--- src/rtl/rram_ctrl_pkg.sv ---
// Shared types for the RRAM column sequencer: command opcodes, bitline
// level codes, FSM states and the pulse-counter width helper.
package rram_ctrl_pkg;

    typedef enum logic [1:0] {
        OP_CLEAR    = 2'd0,
        OP_PROGRAM  = 2'd1,
        OP_FORWARD  = 2'd2,
        OP_BACKPROP = 2'd3
    } op_e;

    // Code 3 is reserved and never driven onto the bitline.
    typedef enum logic [1:0] {
        BL_ZERO = 2'd0,
        BL_BACK = 2'd1,
        BL_SET  = 2'd2
    } bl_e;

    typedef enum logic [3:0] {
        ST_IDLE,
        ST_CLR,
        ST_PRE,
        ST_SET,
        ST_POST,
        ST_SETTLE,
        ST_BPRE,
        ST_BACK,
        ST_BPOST
    } state_e;

    // Enough bits to hold the longest SET pulse (max weight * UNIT_CYC).
    function automatic int pulse_cnt_w(input int wgt_w, input int unit_cyc);
        return $clog2((2 ** wgt_w - 1) * unit_cyc + 1);
    endfunction

endpackage

--- src/rtl/rram_col_ctrl_if.sv ---
// Command port between the training scheduler and the column sequencer.
interface rram_col_ctrl_if #(
    parameter int ROWS  = 8,
    parameter int WGT_W = 4
);
    logic                     cmd_valid;
    logic                     cmd_ready;
    logic [1:0]               cmd_op;
    logic [$clog2(ROWS)-1:0]  cmd_row;
    logic [WGT_W-1:0]         cmd_weight;

    modport master (
        output cmd_valid, cmd_op, cmd_row, cmd_weight,
        input  cmd_ready
    );

    modport slave (
        input  cmd_valid, cmd_op, cmd_row, cmd_weight,
        output cmd_ready
    );
endinterface

--- src/rtl/rram_pulse_timer.sv ---
// Down-counter shared by all timed phases. start loads the phase length on
// entry; expire is high on the last cycle of the phase (count == 1).
module rram_pulse_timer #(
    parameter int CNT_W = 8
) (
    input  logic             clk,
    input  logic             rst_n,
    input  logic             start,
    input  logic [CNT_W-1:0] load,
    output logic             expire
);
    logic [CNT_W-1:0] cnt_q, cnt_d;

    // Load on start, otherwise count down and park at zero (no wrap).
    always_comb begin
        cnt_d = cnt_q;
        if (start) begin
            cnt_d = load;
        end else if (cnt_q != '0) begin
            cnt_d = cnt_q - 1'b1;
        end
    end

    // Counter register.
    always_ff @(posedge clk or negedge rst_n) begin
        if (!rst_n) cnt_q <= '0;
        else        cnt_q <= cnt_d;
    end

    assign expire = (cnt_q == CNT_W'(1));
endmodule

--- src/rtl/rram_col_ctrl.sv ---
// Sequencer for one RRAM crossbar column: wordline hold mask, bitline level
// and strobes for CLEAR / PROGRAM / FORWARD / BACKPROP.
// Optional: define RRAM_COL_CTRL_PERF_EN to add saturating event counters.
module rram_col_ctrl
    import rram_ctrl_pkg::*;
#(
    parameter int ROWS       = 8,
    parameter int WGT_W      = 4,
    parameter int UNIT_CYC   = 10,
    parameter int SETTLE_CYC = 4,
    parameter int BACK_CYC   = 2,
    parameter int RST_CYC    = 2
) (
    input  logic              clk,
    input  logic              rst_n,
    rram_col_ctrl_if.slave    cmd,
    output logic [ROWS-1:0]   wl,
    output logic [1:0]        bl_lvl,
    output logic              dback,
    output logic              rd_sample,
    output logic              done,
    output logic              err
`ifdef RRAM_COL_CTRL_PERF_EN
    ,
    output logic [15:0]       perf_prog,
    output logic [15:0]       perf_back,
    output logic [15:0]       perf_rej
`endif
);
    localparam int ROW_W = $clog2(ROWS);
    localparam int CNT_W = pulse_cnt_w(WGT_W, UNIT_CYC);

    state_e            state_q, state_d;
    logic [ROWS-1:0]   hold_q, hold_d;
    logic [WGT_W-1:0]  wgt_q, wgt_d;
    logic              done_q, done_d;
    logic              err_q, err_d;
    logic              tmr_start, tmr_expire;
    logic [CNT_W-1:0]  tmr_load;
    logic [ROWS-1:0]   row_onehot;
    logic              row_oob, accept;
    bl_e               bl;
    op_e               op;

    assign op         = op_e'(cmd.cmd_op);
    assign row_onehot = {{(ROWS-1){1'b0}}, 1'b1} << cmd.cmd_row;
    assign row_oob    = ({1'b0, cmd.cmd_row} >= (ROW_W+1)'(ROWS));
    // Hold off a new command while the registered done of CLEAR/FORWARD shows.
    assign cmd.cmd_ready = (state_q == ST_IDLE) && !done_q;
    assign accept        = cmd.cmd_valid && cmd.cmd_ready;

    rram_pulse_timer #(.CNT_W(CNT_W)) u_timer (
        .clk    (clk),
        .rst_n  (rst_n),
        .start  (tmr_start),
        .load   (tmr_load),
        .expire (tmr_expire)
    );

    // Next-state, hold-mask update and per-state analog outputs.
    always_comb begin
        state_d   = state_q;
        hold_d    = hold_q;
        wgt_d     = wgt_q;
        done_d    = 1'b0;
        err_d     = 1'b0;
        tmr_start = 1'b0;
        tmr_load  = '0;
        wl        = hold_q;
        bl        = BL_ZERO;
        dback     = 1'b0;
        rd_sample = 1'b0;
        unique case (state_q)
            ST_IDLE: begin
                if (accept) begin
                    unique case (op)
                        OP_CLEAR: begin
                            hold_d    = '0;
                            state_d   = ST_CLR;
                            tmr_start = 1'b1;
                            tmr_load  = CNT_W'(RST_CYC);
                        end
                        OP_PROGRAM: begin
                            if (row_oob || ((hold_q & ~row_onehot) != '0)) begin
                                err_d = 1'b1;
                            end else begin
                                // Raise the wordline already in PRE so the cell is held.
                                hold_d  = hold_q | row_onehot;
                                wgt_d   = cmd.cmd_weight;
                                state_d = ST_PRE;
                            end
                        end
                        OP_FORWARD: begin
                            if (hold_q == '0) begin
                                err_d = 1'b1;
                            end else begin
                                state_d   = ST_SETTLE;
                                tmr_start = 1'b1;
                                tmr_load  = CNT_W'(SETTLE_CYC);
                            end
                        end
                        OP_BACKPROP: begin
                            if (hold_q == '0) err_d   = 1'b1;
                            else              state_d = ST_BPRE;
                        end
                    endcase
                end
            end
            ST_CLR: begin
                wl = '0;
                if (tmr_expire) begin
                    state_d = ST_IDLE;
                    done_d  = 1'b1;
                end
            end
            ST_PRE: begin
                if (wgt_q == '0) begin
                    state_d = ST_POST;
                end else begin
                    state_d   = ST_SET;
                    tmr_start = 1'b1;
                    tmr_load  = CNT_W'(wgt_q) * CNT_W'(UNIT_CYC);
                end
            end
            ST_SET: begin
                bl = BL_SET;
                if (tmr_expire) state_d = ST_POST;
            end
            ST_POST: begin
                state_d = ST_IDLE;
            end
            ST_SETTLE: begin
                if (tmr_expire) begin
                    rd_sample = 1'b1;
                    done_d    = 1'b1;
                    state_d   = ST_IDLE;
                end
            end
            ST_BPRE: begin
                dback     = 1'b1;
                state_d   = ST_BACK;
                tmr_start = 1'b1;
                tmr_load  = CNT_W'(BACK_CYC);
            end
            ST_BACK: begin
                dback = 1'b1;
                bl    = BL_BACK;
                if (tmr_expire) state_d = ST_BPOST;
            end
            ST_BPOST: begin
                dback   = 1'b1;
                state_d = ST_IDLE;
            end
            default: state_d = ST_IDLE;
        endcase
    end

    assign bl_lvl = bl;
    assign done   = done_q || (state_q == ST_POST) || (state_q == ST_BPOST);
    assign err    = err_q;

    // State, hold mask and registered pulses.
    always_ff @(posedge clk or negedge rst_n) begin
        if (!rst_n) begin
            state_q <= ST_IDLE;
            hold_q  <= '0;
            wgt_q   <= '0;
            done_q  <= 1'b0;
            err_q   <= 1'b0;
        end else begin
            state_q <= state_d;
            hold_q  <= hold_d;
            wgt_q   <= wgt_d;
            done_q  <= done_d;
            err_q   <= err_d;
        end
    end

`ifdef RRAM_COL_CTRL_PERF_EN
    logic [15:0] perf_prog_q, perf_prog_d;
    logic [15:0] perf_back_q, perf_back_d;
    logic [15:0] perf_rej_q,  perf_rej_d;

    // Saturating event counters; only rst_n clears them.
    always_comb begin
        perf_prog_d = perf_prog_q;
        perf_back_d = perf_back_q;
        perf_rej_d  = perf_rej_q;
        if ((state_q == ST_POST) && (perf_prog_q != 16'hFFFF))  perf_prog_d = perf_prog_q + 16'd1;
        if ((state_q == ST_BPOST) && (perf_back_q != 16'hFFFF)) perf_back_d = perf_back_q + 16'd1;
        if (err_d && (perf_rej_q != 16'hFFFF))                  perf_rej_d  = perf_rej_q + 16'd1;
    end

    // Counter registers.
    always_ff @(posedge clk or negedge rst_n) begin
        if (!rst_n) begin
            perf_prog_q <= '0;
            perf_back_q <= '0;
            perf_rej_q  <= '0;
        end else begin
            perf_prog_q <= perf_prog_d;
            perf_back_q <= perf_back_d;
            perf_rej_q  <= perf_rej_d;
        end
    end

    assign perf_prog = perf_prog_q;
    assign perf_back = perf_back_q;
    assign perf_rej  = perf_rej_q;
`endif
endmodule

--- src/flat_wrapper.sv ---
// flat-port wrapper written by rule: the top's interface ports become plain ports
module rram_col_ctrl_flat import rram_ctrl_pkg::*;
#(
    parameter int ROWS       = 8,
    parameter int WGT_W      = 4,
    parameter int UNIT_CYC   = 10,
    parameter int SETTLE_CYC = 4,
    parameter int BACK_CYC   = 2,
    parameter int RST_CYC    = 2
)
  (clk, rst_n, wl, bl_lvl, dback, rd_sample, done, err, cmd_cmd_valid, cmd_cmd_op, cmd_cmd_row, cmd_cmd_weight, cmd_cmd_ready);
  rram_col_ctrl_if #(.ROWS(ROWS), .WGT_W(WGT_W)) cmd_i ();
  input  logic clk;
  input  logic rst_n;
  output logic [ROWS-1:0] wl;
  output logic [1:0] bl_lvl;
  output logic dback;
  output logic rd_sample;
  output logic done;
  output logic err;
  input wire logic [$bits(cmd_i.cmd_valid)-1:0] cmd_cmd_valid;
  input wire logic [$bits(cmd_i.cmd_op)-1:0] cmd_cmd_op;
  input wire logic [$bits(cmd_i.cmd_row)-1:0] cmd_cmd_row;
  input wire logic [$bits(cmd_i.cmd_weight)-1:0] cmd_cmd_weight;
  output wire logic [$bits(cmd_i.cmd_ready)-1:0] cmd_cmd_ready;
  assign cmd_i.cmd_valid = cmd_cmd_valid;
  assign cmd_i.cmd_op = cmd_cmd_op;
  assign cmd_i.cmd_row = cmd_cmd_row;
  assign cmd_i.cmd_weight = cmd_cmd_weight;
  assign cmd_cmd_ready = cmd_i.cmd_ready;
  rram_col_ctrl #(.ROWS(ROWS), .WGT_W(WGT_W), .UNIT_CYC(UNIT_CYC), .SETTLE_CYC(SETTLE_CYC), .BACK_CYC(BACK_CYC), .RST_CYC(RST_CYC)) u_core (.clk(clk), .rst_n(rst_n), .cmd(cmd_i), .wl(wl), .bl_lvl(bl_lvl), .dback(dback), .rd_sample(rd_sample), .done(done), .err(err));
endmodule
--- config.mk ---
export PLATFORM = sky130hd
export DESIGN_NAME = rram_col_ctrl_flat
export DESIGN_NICKNAME = d
export VERILOG_FILES = /design/src/rtl/rram_ctrl_pkg.sv /design/src/rtl/rram_col_ctrl_if.sv /design/src/rtl/rram_pulse_timer.sv /design/src/rtl/rram_col_ctrl.sv /design/src/flat_wrapper.sv
export SDC_FILE = /design/constraint.sdc
export NUM_CORES = 1
export LEC_CHECK = 0
export ABC_AREA = 1
export CORE_ASPECT_RATIO = 1.75
export CORE_MARGIN = 10
export CORE_UTILIZATION = 45
export CTS_BUF_LIST = sky130_fd_sc_hd__clkbuf_2
export CTS_CLUSTER_DIAMETER = 100
export DETAILED_ROUTE_END_ITERATION = 12
export GPL_TIMING_DRIVEN = 0
export PLACE_DENSITY = 0.76
export SLEW_MARGIN = 0
export SYNTH_ARGS = -nofsm -noshare
export SYNTH_HDL_FRONTEND = slang
export SYNTH_HIERARCHICAL = 1
export SYNTH_SLANG_ARGS = --single-unit
--- constraint.sdc ---
create_clock -name clk -period 2.6 [get_ports clk]
set_input_delay 0.78 -clock clk [delete_from_list [all_inputs] [get_ports clk]]
set_output_delay 0.78 -clock clk [all_outputs]
set_load 0.005 [all_outputs]
# Word-level counts from Yosys, hierarchy flattened
# Cells that the tools add are included.
# word_totals
ff_bits,26
wordCells,87
# op_classes
bitwise_logic,4
add_sub_neg,1
muxes,35
n_shift,1
n_reduce_logical,19
multipliers,1
n_eq_ne,20
# ops
operator,count
2-to-1 mux 8 bit,6
one-hot mux 8 bit (2 select lines),2
2-to-1 mux 4 bit,7
one-hot mux 4 bit (6 select lines),1
one-hot mux 8 bit (3 select lines),1
== test 4 x 3 -> 1 bit (second input constant),4
one-hot mux 4 bit (4 select lines),1
nonzero test 8 bit,2
2-to-1 mux 1 bit,11
inequality test 3 bit (second input constant),3
bitwise AND 8 bit,1
== test 4 x 2 -> 1 bit (second input constant),2
== test 8 x 1 -> 1 bit (second input constant),1
zero test 4 bit,2
zero test 8 bit,1
inequality test 2 x 1 -> 1 bit (second input constant),4
inverter 8 bit,1
bitwise OR 8 bit,1
AND reduction 4 bit,2
left shift 1 x 3 -> 8 bit (first input constant),1
subtractor 8 x 1 -> 8 bit (second input constant),1
multiplier 4 x 3 -> 7 bit (second input constant),1
AND reduction 7 bit,1
2-to-1 mux 3 bit,2
other kinds (16),22

# Longest topological paths before layout
# Gate-level depths: netlist of the first run.
# logic_depth
depth_word,8
depth_mapped,13
mapped_depth_nobuf,13

# Hierarchy
# Netlist of the first run, hierarchy kept.
# modules_own_cells
mod,seq_area_each_um2,cells_per_inst,area_per_inst_um2,instances
rram_col_ctrl,450.4,192,1301.2,1
rram_pulse_timer,200.2,80,623.1,1

# Worst setup path after synthesis of the first run
# Ideal clock, no wire load.
# synth_timing
path_kind,input port to flip-flop
startpoint,input port cmd_cmd_op[1]
endpoint,register u_core.u_timer.cnt_q[6]
arrival_ns,1.855
n_path_buf,1
slack_ns,0.627
stages,10
setup_ns,0.118
path_cell_list,clkbuf_1 a21oi_1 nand3_1 nand2_1 inv_2 nand3_4 nor2_8 inv_6 o21ai_2 nor2_2
# synth_between
elab_chain_cells,5
# synth_lines
item,line,text
"start, declared",flat_wrapper.sv:22,input wire logic [$bits(cmd_i.cmd_op)-1:0] cmd_cmd_op;
== test 2 bit or zero test 2 bit (tied branches),rram_col_ctrl.sv:76,unique case (op)
one-hot mux 1 bit (2 select lines) *,rram_col_ctrl.sv:76,
2-to-1 mux 1 bit *,rram_col_ctrl.sv:75,if (accept) begin
one-hot mux 1 bit (3 select lines) *,rram_col_ctrl.sv:73,unique case (state_q)
net u_core.tmr_start,rram_col_ctrl.sv:38,"logic tmr_start, tmr_expire;"
2-to-1 mux 8 bit or nonzero test 2 bit (tied branches),n/a,
"end signal, assigned",rram_pulse_timer.sv:27,else cnt_q <= cnt_d;
"end, declared",rram_pulse_timer.sv:12,"logic [CNT_W-1:0] cnt_q, cnt_d;"
# The timed path passes the listed nets; every way through them passes the cells marked *.
# A chain may end at the register's enable or synchronous reset.

# Worst setup path in the final report of the first run
# layout_timing
startpoint,register u_core.state_q[2]
endpoint,output port wl[1]
# layout_between
elab_chain_cells,2
# layout_lines
item,line,text
"start, declared",rram_col_ctrl.sv:33,"state_e state_q, state_d;"
"start signal, assigned",rram_col_ctrl.sv:171,state_q <= state_d;
== test 4 x 1 -> 1 bit,rram_col_ctrl.sv:73,
2-to-1 mux 8 bit,rram_col_ctrl.sv:73,
"end, declared",flat_wrapper.sv:15,output logic [ROWS-1:0] wl;
# No other way between the ends.

==> results of run 1 <==
[layout by cell type, fill, tap and decap left out, types with 2 or more instances in the layout]
cell type and n:
sky130_fd_sc_hd__inv_1 36, sky130_fd_sc_hd__nor3_2 2, sky130_fd_sc_hd__nor2_1 33, sky130_fd_sc_hd__nand4_1 3, sky130_fd_sc_hd__dlygate4sd2_1 3, sky130_fd_sc_hd__dlymetal6s2s_1 9, sky130_fd_sc_hd__buf_6 2, sky130_fd_sc_hd__ha_1 7
sky130_fd_sc_hd__nand2_4 2, sky130_fd_sc_hd__nor4_1 2, sky130_fd_sc_hd__nand3_1 26, sky130_fd_sc_hd__clkbuf_2 3, sky130_fd_sc_hd__nand2_2 7, sky130_fd_sc_hd__nand2_1 61, sky130_fd_sc_hd__o21ai_2 4, sky130_fd_sc_hd__inv_2 9
sky130_fd_sc_hd__nor3_1 2, sky130_fd_sc_hd__a21oi_1 15, sky130_fd_sc_hd__nor2_4 4, sky130_fd_sc_hd__nor2_2 4, sky130_fd_sc_hd__dfrtp_1 26, sky130_fd_sc_hd__buf_4 17, sky130_fd_sc_hd__nand3_4 2, sky130_fd_sc_hd__nor3_4 2
sky130_fd_sc_hd__clkdlybuf4s50_1 12, sky130_fd_sc_hd__o21ai_0 12
[layer usage]
metal	wire, µm	global-route usage	up-vias	share of wire
met2	2894	0.2644	33	0.58
li1	-	-	959	-
met3	147	0.01769	7	0.029
met4	106	0.05636	0	0.021
met1	1883	0.1362	851	0.37
met5	0	0	-	0
[worst paths after layout]
check / to / cells after the start / slack, ns / start
hold reg to reg: u_core/hold_q[0]$_DFFE_PN0P_ / 2 / 0.55 / u_core/hold_q[0]$_DFFE_PN0P_
min in group asynchronous: u_core/u_timer/cnt_q[2]$_DFFE_PN0P_ / 1 / 0.98 / rst_n
max in group asynchronous: u_core/err$_DFF_PN0_ / 1 / 0.96 / rst_n
hold / removal: u_core/hold_q[0]$_DFFE_PN0P_ / 2 / 0.55 / u_core/hold_q[0]$_DFFE_PN0P_
setup / recovery: wl[1] / 7 / 0.07 / u_core/state_q[2]$_DFFE_PN0P_
setup reg to reg: u_core/u_timer/cnt_q[6]$_DFFE_PN0P_ / 14 / 0.32 / u_core/state_q[0]$_DFFE_PN0P_
[flip-flops by register name (all words and copies together), names as in the netlist]
register              flops
u_core/wgt_q              4
u_core/hold_q             8
u_core/done_q             1
u_core/err                1
u_core/u_timer/cnt_q      8
u_core/state_q            4
[worst max-delay path: stages (launching register included)]
cell and delay (ns):
sky130_fd_sc_hd__dfrtp_1 0.46, sky130_fd_sc_hd__inv_2 0.11, sky130_fd_sc_hd__nand2_4 0.08, sky130_fd_sc_hd__nor3_4 0.17, sky130_fd_sc_hd__buf_6 0.14, sky130_fd_sc_hd__buf_4 0.11
sky130_fd_sc_hd__nor2_1 0.03, sky130_fd_sc_hd__dlygate4sd2_1 0.27
[kinds of logic (layout without fill, tap and decap cells)]
logic type | count (synthesis) | after routing | share of synthesized area
adders and majority gates | 8 | 8 | 0.05592
and+or+nand+nor | 153 | 153 | 0.3914
other | 1 | 1 | 0.001949
DFF | 26 | 26 | 0.3381
buffers and inverters | 48 | 95 | 0.1001
xor gates and xnor gates | 1 | 1 | 0.004552
AOI/OAI and AO/OA | 35 | 35 | 0.1079
[stage by stage]
stage                     instance area [µm²]  instances
final                                    2454        368
after global routing                     2454        368
after CTS                                2377        363
after detailed placement                 2236        346
after global placement                   2236        346
after floorplan                          1924        272
[final cells by class]
cell class              instances  share of cell area
plain buffers                   2            0.006119
repair buffers                 43              0.1642
clock buffers                   3            0.006119
clock inverters                 1            0.001530
well taps                      49             0.02499
inverters                      46             0.07241
flip-flops and latches         26              0.2652
multi-input cells             198              0.4595
[power by group]
group          total, mW  internal (mW)  switching (mW)
combinational       1.50          0.642           0.860
clock              0.161         0.0334           0.128
sequential         0.681          0.548           0.133
total               2.34           1.22            1.12
[what timing repair did]
| action | in CTS | in global routing |
|---|---|---|
| setup buffers | 13 | 5 |
| pin swaps | 4 | 5 |
| resized for setup | 18 | 13 |
| setup endpoints to repair | 12 | 12 |
==> load_flow_metrics.sql, run 1 <==
INSERT INTO impl_metrics (metric_group, metric, value, unit) VALUES
('clocking', 'worst_setup_hold_path_clk_slew', '0.25', 'ns'),
('synth', 'synth_nets', '292', ''),
('cells_and_area', 'fill_cells', '377', ''),
('floorplan', 'initial_utilization', '0.4637', ''),
('cells_and_area', 'seqCellArea', '650.6', 'µm²'),
('floorplan', 'rows', '31', ''),
('synth', 'syn-cell-area', '1924', 'µm²'),
('detailed_routing', 'dr.pass1.iters', '5', ''),
('clocking', 'cts_buffers', '3', ''),
('clocking', 'tritoncts_clock_tree', 'built', ''),
('power', 'p_leak', '1.383', 'nW'),
('power', 'peakVddDrop', '0.0005905', 'V'),
('sta', 'fin_worst_hold_slack', '0.5460', 'ns'),
('grt', 'grt_antenna_before_repair', '0', ''),
('clocking', 'clockRootBuffer', 'sky130_fd_sc_hd__clkbuf_2', ''),
('floorplan', 'core_area', '4150', 'µm²'),
('worst_setup_path', 'crit_path_start_kind', 'register', ''),
('sta', 'setup-tns-final', '0', 'ns'),
('place', 'hpwl', '3719', 'µm'),
('grt', 'global_route.usage.total', '0.1349', ''),
('sta', 'period_needed', '2.528', 'ns'),
('detailed_routing', 'drtIter0Drc', '112', ''),
('synth', 'postSynthCellCount', '272', ''),
('sta', 'layout_worst_path_cycle_share', '0.9722', ''),
('cells_and_area', 'multi_input_area', '1127', 'µm²'),
('cells_and_area', 'final_core_util', '0.5912', ''),
('cells_and_area', 'final_nets', '340', ''),
('run_status', 'run_status', 'finished clean', ''),
('sta', 'finalWorstSetupSlack', '0.07231', 'ns'),
('place', 'place.gp.congestion', '0.8217', ''),
('worst_setup_path', 'timing.setup.critical_path_class', 'register to output pin', ''),
('floorplan', 'die_width', '69.43', 'µm'),
('synth', 'ys.flop_type', 'sky130_fd_sc_hd__dfrtp_1', ''),
('synth', 'synth_area_per_cell', '7.075', 'µm²'),
('synth', 'synth.cells.most_frequent', 'sky130_fd_sc_hd__nand2_1, sky130_fd_sc_hd__inv_1, sky130_fd_sc_hd__nor2_1', ''),
('worst_setup_path', 'crit_fanout', '6', ''),
('place', 'port_buffers', '25', ''),
('floorplan', 'die_h', '106.5', 'µm'),
('synth', 'synth-edff-count', '0', ''),
('worst_setup_path', 'crit_arrival', '1.75', 'ns'),
('clocking', 'cts_max_level', '1', ''),
('detailed_routing', 'drt-wirelength-per-cell', '13.67', 'µm'),
('floorplan', 'pin_count', '27', ''),
('power', 'report.power.total', '2.344', 'mW'),
('job', 'cap_viol_max_count', '0', ''),
('grt', 'grt_first_pass_wirelength', '8556', 'µm'),
('sta', 'maxClockFrequency', '0.3956', 'GHz'),
('place', 'dp_slack', '-0.06618', 'ns'),
('synth', 'synth_top_area_frac', '0.3381', ''),
('worst_setup_path', 'endpoint_required_time_on_the_critical_path', '1.82', 'ns'),
('detailed_routing', 'drc_errors', '0', ''),
('detailed_routing', 'post_drt_via_cell_ratio', '5.027', ''),
('synth', 'synthArstFlopShare', '1.000', ''),
('min_path', 'hold_crit_class', 'register to register', ''),
('synth', 'synthTopCellsByArea', 'sky130_fd_sc_hd__dfrtp_1, sky130_fd_sc_hd__nand2_1, sky130_fd_sc_hd__inv_1', ''),
('cells_and_area', 'insertedDiodeCount', '0', ''),
('sta', 'slew_headroom', '0.2317', ''),
('grt', 'grt.overflow.total', '0', ''),
('detailed_routing', 'via_count', '1850', ''),
('clocking', 'hold_buffers', '0', ''),
('synth', 'sequential_to_total_area_share_from_yosys_stat', '0.3381', ''),
('grt', 'grt_pass1_vias', '1951', ''),
('worst_setup_path', 'setup.worst_path.end_class', 'output pin', ''),
('sta', 'timing_worst_slew_pin_value', '1.149', 'ns'),
('clocking', 'clkLatencyLatePin', '0.37', 'ns'),
('sta', 'grt_setup_unrepaired', 'yes', ''),
('clocking', 'cts_max_path_buffers', '2', ''),
('synth', 'yosys.cell_types.count', '32', ''),
('grt', 'grt_max_degree', '27', ''),
('cells_and_area', 'layout-area-overhead-vs-synth', '27.50', '%'),
('synth', 'yosys_warnings', '6', ''),
('sta', 'report.final.hold_viol_count', '0', ''),
('cells_and_area', 'post_route_cells_drive_above_1_share', '0.2006', ''),
('synth', 'yosys_register_bits', '26', ''),
('detailed_routing', 'routed_wirelength', '5032', 'µm'),
('power', 'pwr_density_cell', '955.4', 'nW/µm²'),
('synth', 'post-synth-top-count-cell', 'sky130_fd_sc_hd__nand2_1', ''),
('sta', 'final_setup_fails', '0', ''),
('sta', 'finalClockSkew', '0.007181', 'ns'),
('floorplan', 'design.die.area', '7395', 'µm²'),
('clocking', 'cts_sinks', '26', ''),
('sta', 'max_slew_violation_count', '0', ''),
('detailed_routing', 'antenna_violating_nets_post_route', '0', ''),
('synth', 'synth_largest_area_cell', 'sky130_fd_sc_hd__dfrtp_1', '');
(Power assumes the default switching activity.)
==> run 2, diff against run 1 <==
--- a/config.mk
+++ b/config.mk
@@ -8,12 +8,12 @@
 export ABC_AREA = 1
 export CORE_ASPECT_RATIO = 1.75
 export CORE_MARGIN = 10
-export CORE_UTILIZATION = 45
+export CORE_UTILIZATION = 47
 export CTS_BUF_LIST = sky130_fd_sc_hd__clkbuf_2
 export CTS_CLUSTER_DIAMETER = 100
 export DETAILED_ROUTE_END_ITERATION = 12
 export GPL_TIMING_DRIVEN = 0
-export PLACE_DENSITY = 0.76
+export PLACE_DENSITY = 0.78
 export SLEW_MARGIN = 0
 export SYNTH_ARGS = -nofsm -noshare
 export SYNTH_HDL_FRONTEND = slang
==> load_flow_metrics.sql, run 2 (synthesized netlist as in run 1, its figures left out) <==
INSERT INTO impl_metrics (metric_group, metric, value, unit) VALUES
('run_status', 'run_status', 'finished clean', ''),
('grt', 'global_route.usage.total', '0.1420', ''),
('floorplan', 'initial_utilization', '0.4929', ''),
('job', 'cap_viol_max_count', '0', ''),
('sta', 'layout_worst_path_cycle_share', '0.9827', ''),
('worst_setup_path', 'setup.worst_path.end_class', 'output pin', ''),
('clocking', 'clockRootBuffer', 'sky130_fd_sc_hd__clkbuf_2', ''),
('power', 'psw', '1.084', 'mW'),
('grt', 'grt_antenna_before_repair', '0', ''),
('cells_and_area', 'largestRegisters', 'u_core/hold_q: 8 flops, u_core/u_timer/cnt_q: 8 flops', ''),
('clocking', 'worst_setup_hold_path_clk_slew', '0.23', 'ns'),
('power', 'report.power.total', '2.242', 'mW'),
('cells_and_area', 'post_route_cells_drive_above_1_share', '0.1827', ''),
('cells_and_area', 'seqCellArea', '651.9', 'µm²'),
('worst_setup_path', 'endpoint_required_time_on_the_critical_path', '1.82', 'ns'),
('place', 'port_buffers', '25', ''),
('floorplan', 'pin_count', '27', ''),
('power', 'power.share.clock', '0.069', ''),
('grt', 'grt.overflow.total', '0', ''),
('floorplan', 'die_h', '104.6', 'µm'),
('clocking', 'tritoncts_clock_tree', 'built', ''),
('sta', 'final_setup_fails', '0', ''),
('power', 'intPower', '1.158', 'mW'),
('cells_and_area', 'insertedDiodeCount', '0', ''),
('detailed_routing', 'drtIter0Drc', '49', ''),
('grt', 'grt_pass1_vias', '1900', ''),
('clocking', 'clkLatencyLatePin', '0.36', 'ns'),
('worst_setup_path', 'cp_cell_sequence', 'inv_2, nand2_4, nor3_4, buf_6, buf_4, nor2_1, dlygate4sd2_1', ''),
('power', 'share_seq_of_total_power', '0.305', ''),
('clocking', 'cts_max_level', '1', ''),
('worst_setup_path', 'crit_arrival', '1.77', 'ns'),
('sta', 'setup-tns-final', '0', 'ns'),
('power', 'pwr_density_cell', '942.2', 'nW/µm²'),
('detailed_routing', 'post_drt_via_cell_ratio', '5.175', ''),
('floorplan', 'rows', '30', ''),
('detailed_routing', 'drc_errors', '0', ''),
('place', 'hpwl', '3792', 'µm'),
('place', 'place.detailed.instances', '345', ''),
('sta', 'slew_headroom', '0.1952', ''),
('cells_and_area', 'layout-area-overhead-vs-synth', '23.67', '%'),
('detailed_routing', 'routed_wirelength', '4792', 'µm'),
('power', 'comb_power_share', '0.627', ''),
('sta', 'max_slew_violation_count', '0', ''),
('floorplan', 'core_area', '3904', 'µm²'),
('worst_setup_path', 'timing.setup.critical_path_class', 'register to output pin', ''),
('cells_and_area', 'design_area', '2380', 'µm²'),
('worst_setup_path', 'worstPathBufferInverterCount', '4', ''),
('min_path', 'hold_crit_class', 'register to register', ''),
('grt', 'grt_first_pass_wirelength', '8024', 'µm'),
('power', 'p_leak', '1.299', 'nW'),
('detailed_routing', 'drt-wirelength-per-cell', '13.31', 'µm'),
('clocking', 'cts_max_path_buffers', '2', ''),
('sta', 'timing_worst_slew_pin_value', '1.203', 'ns'),
('sta', 'grt_setup_unrepaired', 'yes', ''),
('cells_and_area', 'final_cell_mix', 'sky130_fd_sc_hd__nand2_1, sky130_fd_sc_hd__inv_1, sky130_fd_sc_hd__nor2_1', ''),
('sta', 'period_needed', '2.555', 'ns'),
('clocking', 'cts_sinks', '26', ''),
('grt', 'grt_max_degree', '27', ''),
('detailed_routing', 'via_count', '1863', ''),
('sta', 'finalWorstSetupSlack', '0.04501', 'ns'),
('floorplan', 'design.die.area', '7155', 'µm²'),
('power', 'peakVddDrop', '0.0006757', 'V'),
('floorplan', 'die_width', '68.37', 'µm'),
('cells_and_area', 'instances_no_fill', '360', ''),
('place', 'dp_slack', '-0.06904', 'ns'),
('detailed_routing', 'dr.pass1.iters', '4', ''),
('place', 'placed_cell_area', '2235', 'µm²'),
('worst_setup_path', 'crit_path_start_kind', 'register', ''),
('worst_setup_path', 'crit_fanout', '5', ''),
('worst_setup_path', 'slowest_stage', 'sky130_fd_sc_hd__dfrtp_1', ''),
('cells_and_area', 'multi_input_area', '1116', 'µm²'),
('clocking', 'cts_buffers', '3', ''),
('place', 'place.gp.congestion', '0.8515', ''),
('cells_and_area', 'most_frequent_standard_cell_in_the_layout_excluding_fill_and_tap_cells', 'sky130_fd_sc_hd__nand2_1', ''),
('cells_and_area', 'fill_cells', '391', ''),
('worst_setup_path', 'max_stage_delay', '0.49', 'ns'),
('sta', 'finalClockSkew', '0.005299', 'ns'),
('worst_setup_path', 'critPathTopFamily', 'buffers and inverters', ''),
('sta', 'report.final.hold_viol_count', '0', ''),
('sta', 'maxClockFrequency', '0.3914', 'GHz'),
('power', 'swShare', '0.4836', ''),
('cells_and_area', 'final_nets', '333', ''),
('detailed_routing', 'antenna_violating_nets_post_route', '0', '');
[run 2: path summary, 6_finish.rpt]
check,cells past startpoint,endpoint,slack [ns],start
setup / recovery,7,wl[1],0.05,u_core/state_q[3]$_DFFE_PN0P_
hold / removal,2,u_core/hold_q[2]$_DFFE_PN0P_,0.54,u_core/hold_q[2]$_DFFE_PN0P_
setup reg to reg,14,u_core/u_timer/cnt_q[4]$_DFFE_PN0P_,0.42,u_core/state_q[1]$_DFFE_PN0P_
hold reg to reg,2,u_core/hold_q[2]$_DFFE_PN0P_,0.54,u_core/hold_q[2]$_DFFE_PN0P_
max in group asynchronous,1,u_core/state_q[1]$_DFFE_PN0P_,0.81,rst_n
min in group asynchronous,1,u_core/hold_q[7]$_DFFE_PN0P_,1.02,rst_n
[run 2: final cells by class]
type                    instances  area share
inverters                      46     0.07466
clock inverters                 1    0.001577
well taps                      48     0.02524
clock buffers                   3    0.006309
repair buffers                 36      0.1430
plain buffers                   2    0.006309
flip-flops and latches         26      0.2739
multi-input cells             198      0.4690
[run 2: what timing repair did]
| action | CTS | global route |
|---|---|---|
| setup endpoints to repair | 12 | 8 |
| buffers inserted | 9 | 2 |
| hold buffers | 0 | 0 |
| gates resized for setup | 21 | 8 |
| hold endpoints to repair | 0 | 0 |
| pin swaps | 4 | 3 |
[run 2: per-stage QoR]
step                hold WS, ns    util
floorplan                0.4638       -
global placement         0.4887  0.5724
detailed placement       0.4930  0.5724
CTS                      0.5422  0.6029
global route             0.5749  0.6096
finish                   0.5405  0.6096
[run 2: power groups by stage]
| stage | sequential [mW] | combinational, mW | clock [mW] |
|---|---|---|---|
| global route | 0.704 | 1.59 | 0.177 |
| detailed placement | 0.704 | 1.23 | 0 |
| global placement | 0.698 | 1.20 | 0 |
| floorplan | 0.668 | 0.940 | 0 |
| CTS | 0.682 | 1.38 | 0.161 |
| finish | 0.683 | 1.41 | 0.154 |
[run 2: worst min-delay path: stages (launching register included)]
cell and delay [ns]:
sky130_fd_sc_hd__dfrtp_1 0.42, sky130_fd_sc_hd__nand2_1 0.06, sky130_fd_sc_hd__nand2_1 0.05
[run 2: routing by layer]
| metal | wire [µm] | vias to the layer above | GRT usage |
|---|---|---|---|
| li1 | - | 947 | - |
| met1 | 1730 | 853 | 0.1384 |
| met2 | 2702 | 48 | 0.2620 |
| met3 | 166 | 15 | 0.02567 |
| met4 | 193 | 0 | 0.07370 |
| met5 | 0 | - | 0 |
==> run 3, diff against run 2 <==
--- a/config.mk
+++ b/config.mk
@@ -8,12 +8,12 @@
 export ABC_AREA = 1
 export CORE_ASPECT_RATIO = 1.75
 export CORE_MARGIN = 10
-export CORE_UTILIZATION = 47
+export CORE_UTILIZATION = 45
 export CTS_BUF_LIST = sky130_fd_sc_hd__clkbuf_2
 export CTS_CLUSTER_DIAMETER = 100
 export DETAILED_ROUTE_END_ITERATION = 12
 export GPL_TIMING_DRIVEN = 0
-export PLACE_DENSITY = 0.78
+export PLACE_DENSITY = 0.77
 export SLEW_MARGIN = 0
 export SYNTH_ARGS = -nofsm -noshare
 export SYNTH_HDL_FRONTEND = slang
==> load_flow_metrics.sql, run 3 (synthesized netlist as in run 1, its figures left out) <==
INSERT INTO impl_metrics (metric_group, metric, value, unit) VALUES
('clocking', 'hold_buffers', '0', ''),
('sta', 'timing_worst_slew_pin_value', '1.195', 'ns'),
('clocking', 'cts_sinks', '26', ''),
('worst_setup_path', 'endpoint_required_time_on_the_critical_path', '1.82', 'ns'),
('detailed_routing', 'drtIter0Drc', '99', ''),
('sta', 'final_setup_fails', '0', ''),
('clocking', 'tritoncts_clock_tree', 'built', ''),
('cells_and_area', 'final_nets', '334', ''),
('place', 'place.detailed.instances', '346', ''),
('sta', 'fin_worst_hold_slack', '0.5385', 'ns'),
('cells_and_area', 'layout-area-overhead-vs-synth', '24.97', '%'),
('sta', 'finalClockSkew', '0.01015', 'ns'),
('floorplan', 'die_width', '69.43', 'µm'),
('sta', 'maxClockFrequency', '0.3901', 'GHz'),
('worst_setup_path', 'critPathTopFamily', 'simple AND/OR/NAND/NOR gates', ''),
('sta', 'grt_setup_unrepaired', 'yes', ''),
('clocking', 'cts_buffers', '3', ''),
('detailed_routing', 'drt-wirelength-per-cell', '13.64', 'µm'),
('floorplan', 'design.die.area', '7395', 'µm²'),
('floorplan', 'initial_utilization', '0.4637', ''),
('worst_setup_path', 'cp_common_cell', 'sky130_fd_sc_hd__nor2_4', ''),
('sta', 'setup-tns-final', '0', 'ns'),
('sta', 'report.final.hold_viol_count', '0', ''),
('cells_and_area', 'post_route_cells_drive_above_1_share', '0.1853', ''),
('sta', 'period_needed', '2.564', 'ns'),
('floorplan', 'pin_count', '27', ''),
('worst_setup_path', 'timing.reg2reg.setup_slack', '0.40', 'ns'),
('power', 'pwr_density_cell', '946.7', 'nW/µm²'),
('grt', 'grt_pass1_vias', '1905', ''),
('sta', 'slew_headroom', '0.2005', ''),
('worst_setup_path', 'max_stage_delay', '0.46', 'ns'),
('worst_setup_path', 'crit_arrival', '1.78', 'ns'),
('worst_setup_path', 'r2r_cells', '13', ''),
('min_path', 'min_delay_path_depth', '1', ''),
('worst_setup_path', 'crit_path_start_kind', 'register', ''),
('job', 'cap_viol_max_count', '0', ''),
('detailed_routing', 'drc_errors', '0', ''),
('worst_setup_path', 'setup.worst_path.end_class', 'output pin', ''),
('grt', 'grt_antenna_before_repair', '0', ''),
('clocking', 'clkLatencyLatePin', '0.34', 'ns'),
('power', 'peakVddDrop', '0.0006185', 'V'),
('worst_setup_path', 'crit_end', 'rd_sample', ''),
('clocking', 'cts_max_level', '1', ''),
('worst_setup_path', 'crit_fanout', '3', ''),
('place', 'port_buffers', '25', ''),
('clocking', 'clockRootBuffer', 'sky130_fd_sc_hd__clkbuf_2', ''),
('cells_and_area', 'final_core_util', '0.5794', ''),
('grt', 'grt_max_degree', '27', ''),
('worst_setup_path', 'worstPathBufferInverterCount', '2', ''),
('run_status', 'run_status', 'finished clean', ''),
('place', 'hpwl', '3824', 'µm'),
('worst_setup_path', 'cp_cell_sequence', 'nor2_4, nand3_4, nor2_4, inv_1, nor4_2, clkdlybuf4s15_2', ''),
('cells_and_area', 'final_cell_mix', 'sky130_fd_sc_hd__nand2_1, sky130_fd_sc_hd__inv_1, sky130_fd_sc_hd__nor2_1', ''),
('detailed_routing', 'antenna_violating_nets_post_route', '0', ''),
('worst_setup_path', 'crit_path_start', 'u_core/u_timer/cnt_q[5]$_DFFE_PN0P_', ''),
('grt', 'grt.overflow.total', '0', ''),
('floorplan', 'die_h', '106.5', 'µm'),
('min_path', 'hold_crit_class', 'register to register', ''),
('grt', 'grt_first_pass_wirelength', '8252', 'µm'),
('worst_setup_path', 'slowest_stage', 'sky130_fd_sc_hd__dfrtp_1', ''),
('worst_setup_path', 'timing.setup.critical_path_class', 'register to output pin', ''),
('sta', 'layout_worst_path_cycle_share', '0.9860', ''),
('cells_and_area', 'largestRegisters', 'u_core/hold_q: 8 flops, u_core/u_timer/cnt_q: 8 flops', ''),
('detailed_routing', 'routed_wirelength', '4936', 'µm'),
('worst_setup_path', 'r2r_start', 'u_core/state_q[0]$_DFFE_PN0P_', ''),
('cells_and_area', 'fill_cells', '377', ''),
('grt', 'global_route.usage.total', '0.1305', ''),
('power', 'p_leak', '1.341', 'nW'),
('floorplan', 'rows', '31', ''),
('detailed_routing', 'dr.pass1.iters', '4', ''),
('cells_and_area', 'instances_no_fill', '362', ''),
('place', 'place.gp.congestion', '0.8244', ''),
('clocking', 'cts_max_path_buffers', '2', ''),
('detailed_routing', 'post_drt_via_cell_ratio', '5.196', ''),
('floorplan', 'core_area', '4150', 'µm²'),
('cells_and_area', 'insertedDiodeCount', '0', ''),
('cells_and_area', 'most_frequent_standard_cell_in_the_layout_excluding_fill_and_tap_cells', 'sky130_fd_sc_hd__nand2_1', ''),
('clocking', 'worst_setup_hold_path_clk_slew', '0.24', 'ns'),
('worst_setup_path', 'worstReg2RegEnd', 'u_core/u_timer/cnt_q[2]$_DFFE_PN0P_', ''),
('sta', 'max_slew_violation_count', '0', ''),
('detailed_routing', 'via_count', '1881', ''),
('worst_setup_path', 'path_length_in_cells_of_the_critical_path', '6', '');
[run 3: cell count changes in the layout (fill, tap and decap cells not counted), sizes merged]
cell and change:
dlygate4sd2 -3, dlymetal6s2s +3, clkdlybuf4s15 +1
[run 3: report_power, final]
part	switching (mW)	total [mW]	internal, mW
Sequential	0.136	0.685	0.549
Combinational	0.841	1.44	0.600
Clock	0.118	0.152	0.0334
[run 3: timing repair]
item / CTS / global route
gates resized for setup: 17 / 12
pin swaps: 4 / 1
setup buffers: 7 / 5
setup endpoints to repair: 12 / 11
[run 3: layer usage]
layer	part of all wire	up-vias	wire (µm)	global-route usage
met5	0	-	0	0
met4	0.030	0	148	0.04913
met3	0.039	14	194	0.02048
met2	0.58	50	2845	0.2684
met1	0.35	860	1747	0.1213
li1	-	957	-	-
[run 3: area by class of cell]
| class | count | area [µm²] | share of cell area |
|---|---|---|---|
| plain buffers | 2 | 15.01 | 0.006243 |
| clock buffers | 3 | 15.01 | 0.006243 |
| clock inverters | 1 | 3.754 | 0.001561 |
| inverters | 46 | 177.7 | 0.07388 |
| multi-input cells | 198 | 1114 | 0.4631 |
| flip-flops and latches | 26 | 653.1 | 0.2716 |
| well taps | 49 | 61.31 | 0.02549 |
| repair buffers | 37 | 365.4 | 0.1519 |
[run 3: how the worst min path moves through the flow]
| stage | from | to |
|---|---|---|
| 2_1_floorplan | u_core/hold_q[0]$_DFFE_PN0P_ | u_core/hold_q[0]$_DFFE_PN0P_ |
| 3_3_place_gp | u_core/hold_q[5]$_DFFE_PN0P_ | u_core/hold_q[5]$_DFFE_PN0P_ |
| 3_5_place_dp | u_core/hold_q[1]$_DFFE_PN0P_ | u_core/hold_q[1]$_DFFE_PN0P_ |
| 4_1_cts | u_core/state_q[3]$_DFFE_PN0P_ | u_core/done_q$_DFF_PN0_ |
| 5_1_grt | u_core/state_q[3]$_DFFE_PN0P_ | u_core/done_q$_DFF_PN0_ |
| 6_report | u_core/state_q[3]$_DFFE_PN0P_ | u_core/done_q$_DFF_PN0_ |
[run 3: stage by stage]
| step | total power [mW] | cell area, µm² | setup WS, ns |
|---|---|---|---|
| after global placement | 1.897 | 2236 | -0.06655 |
| after CTS | 2.202 | 2341 | 0.003532 |
| after floorplan | 1.608 | 1924 | 0.6270 |
| after detailed placement | 1.930 | 2236 | -0.05947 |
| final | 2.277 | 2405 | 0.03647 |
| after global routing | 2.504 | 2405 | -0.09583 |
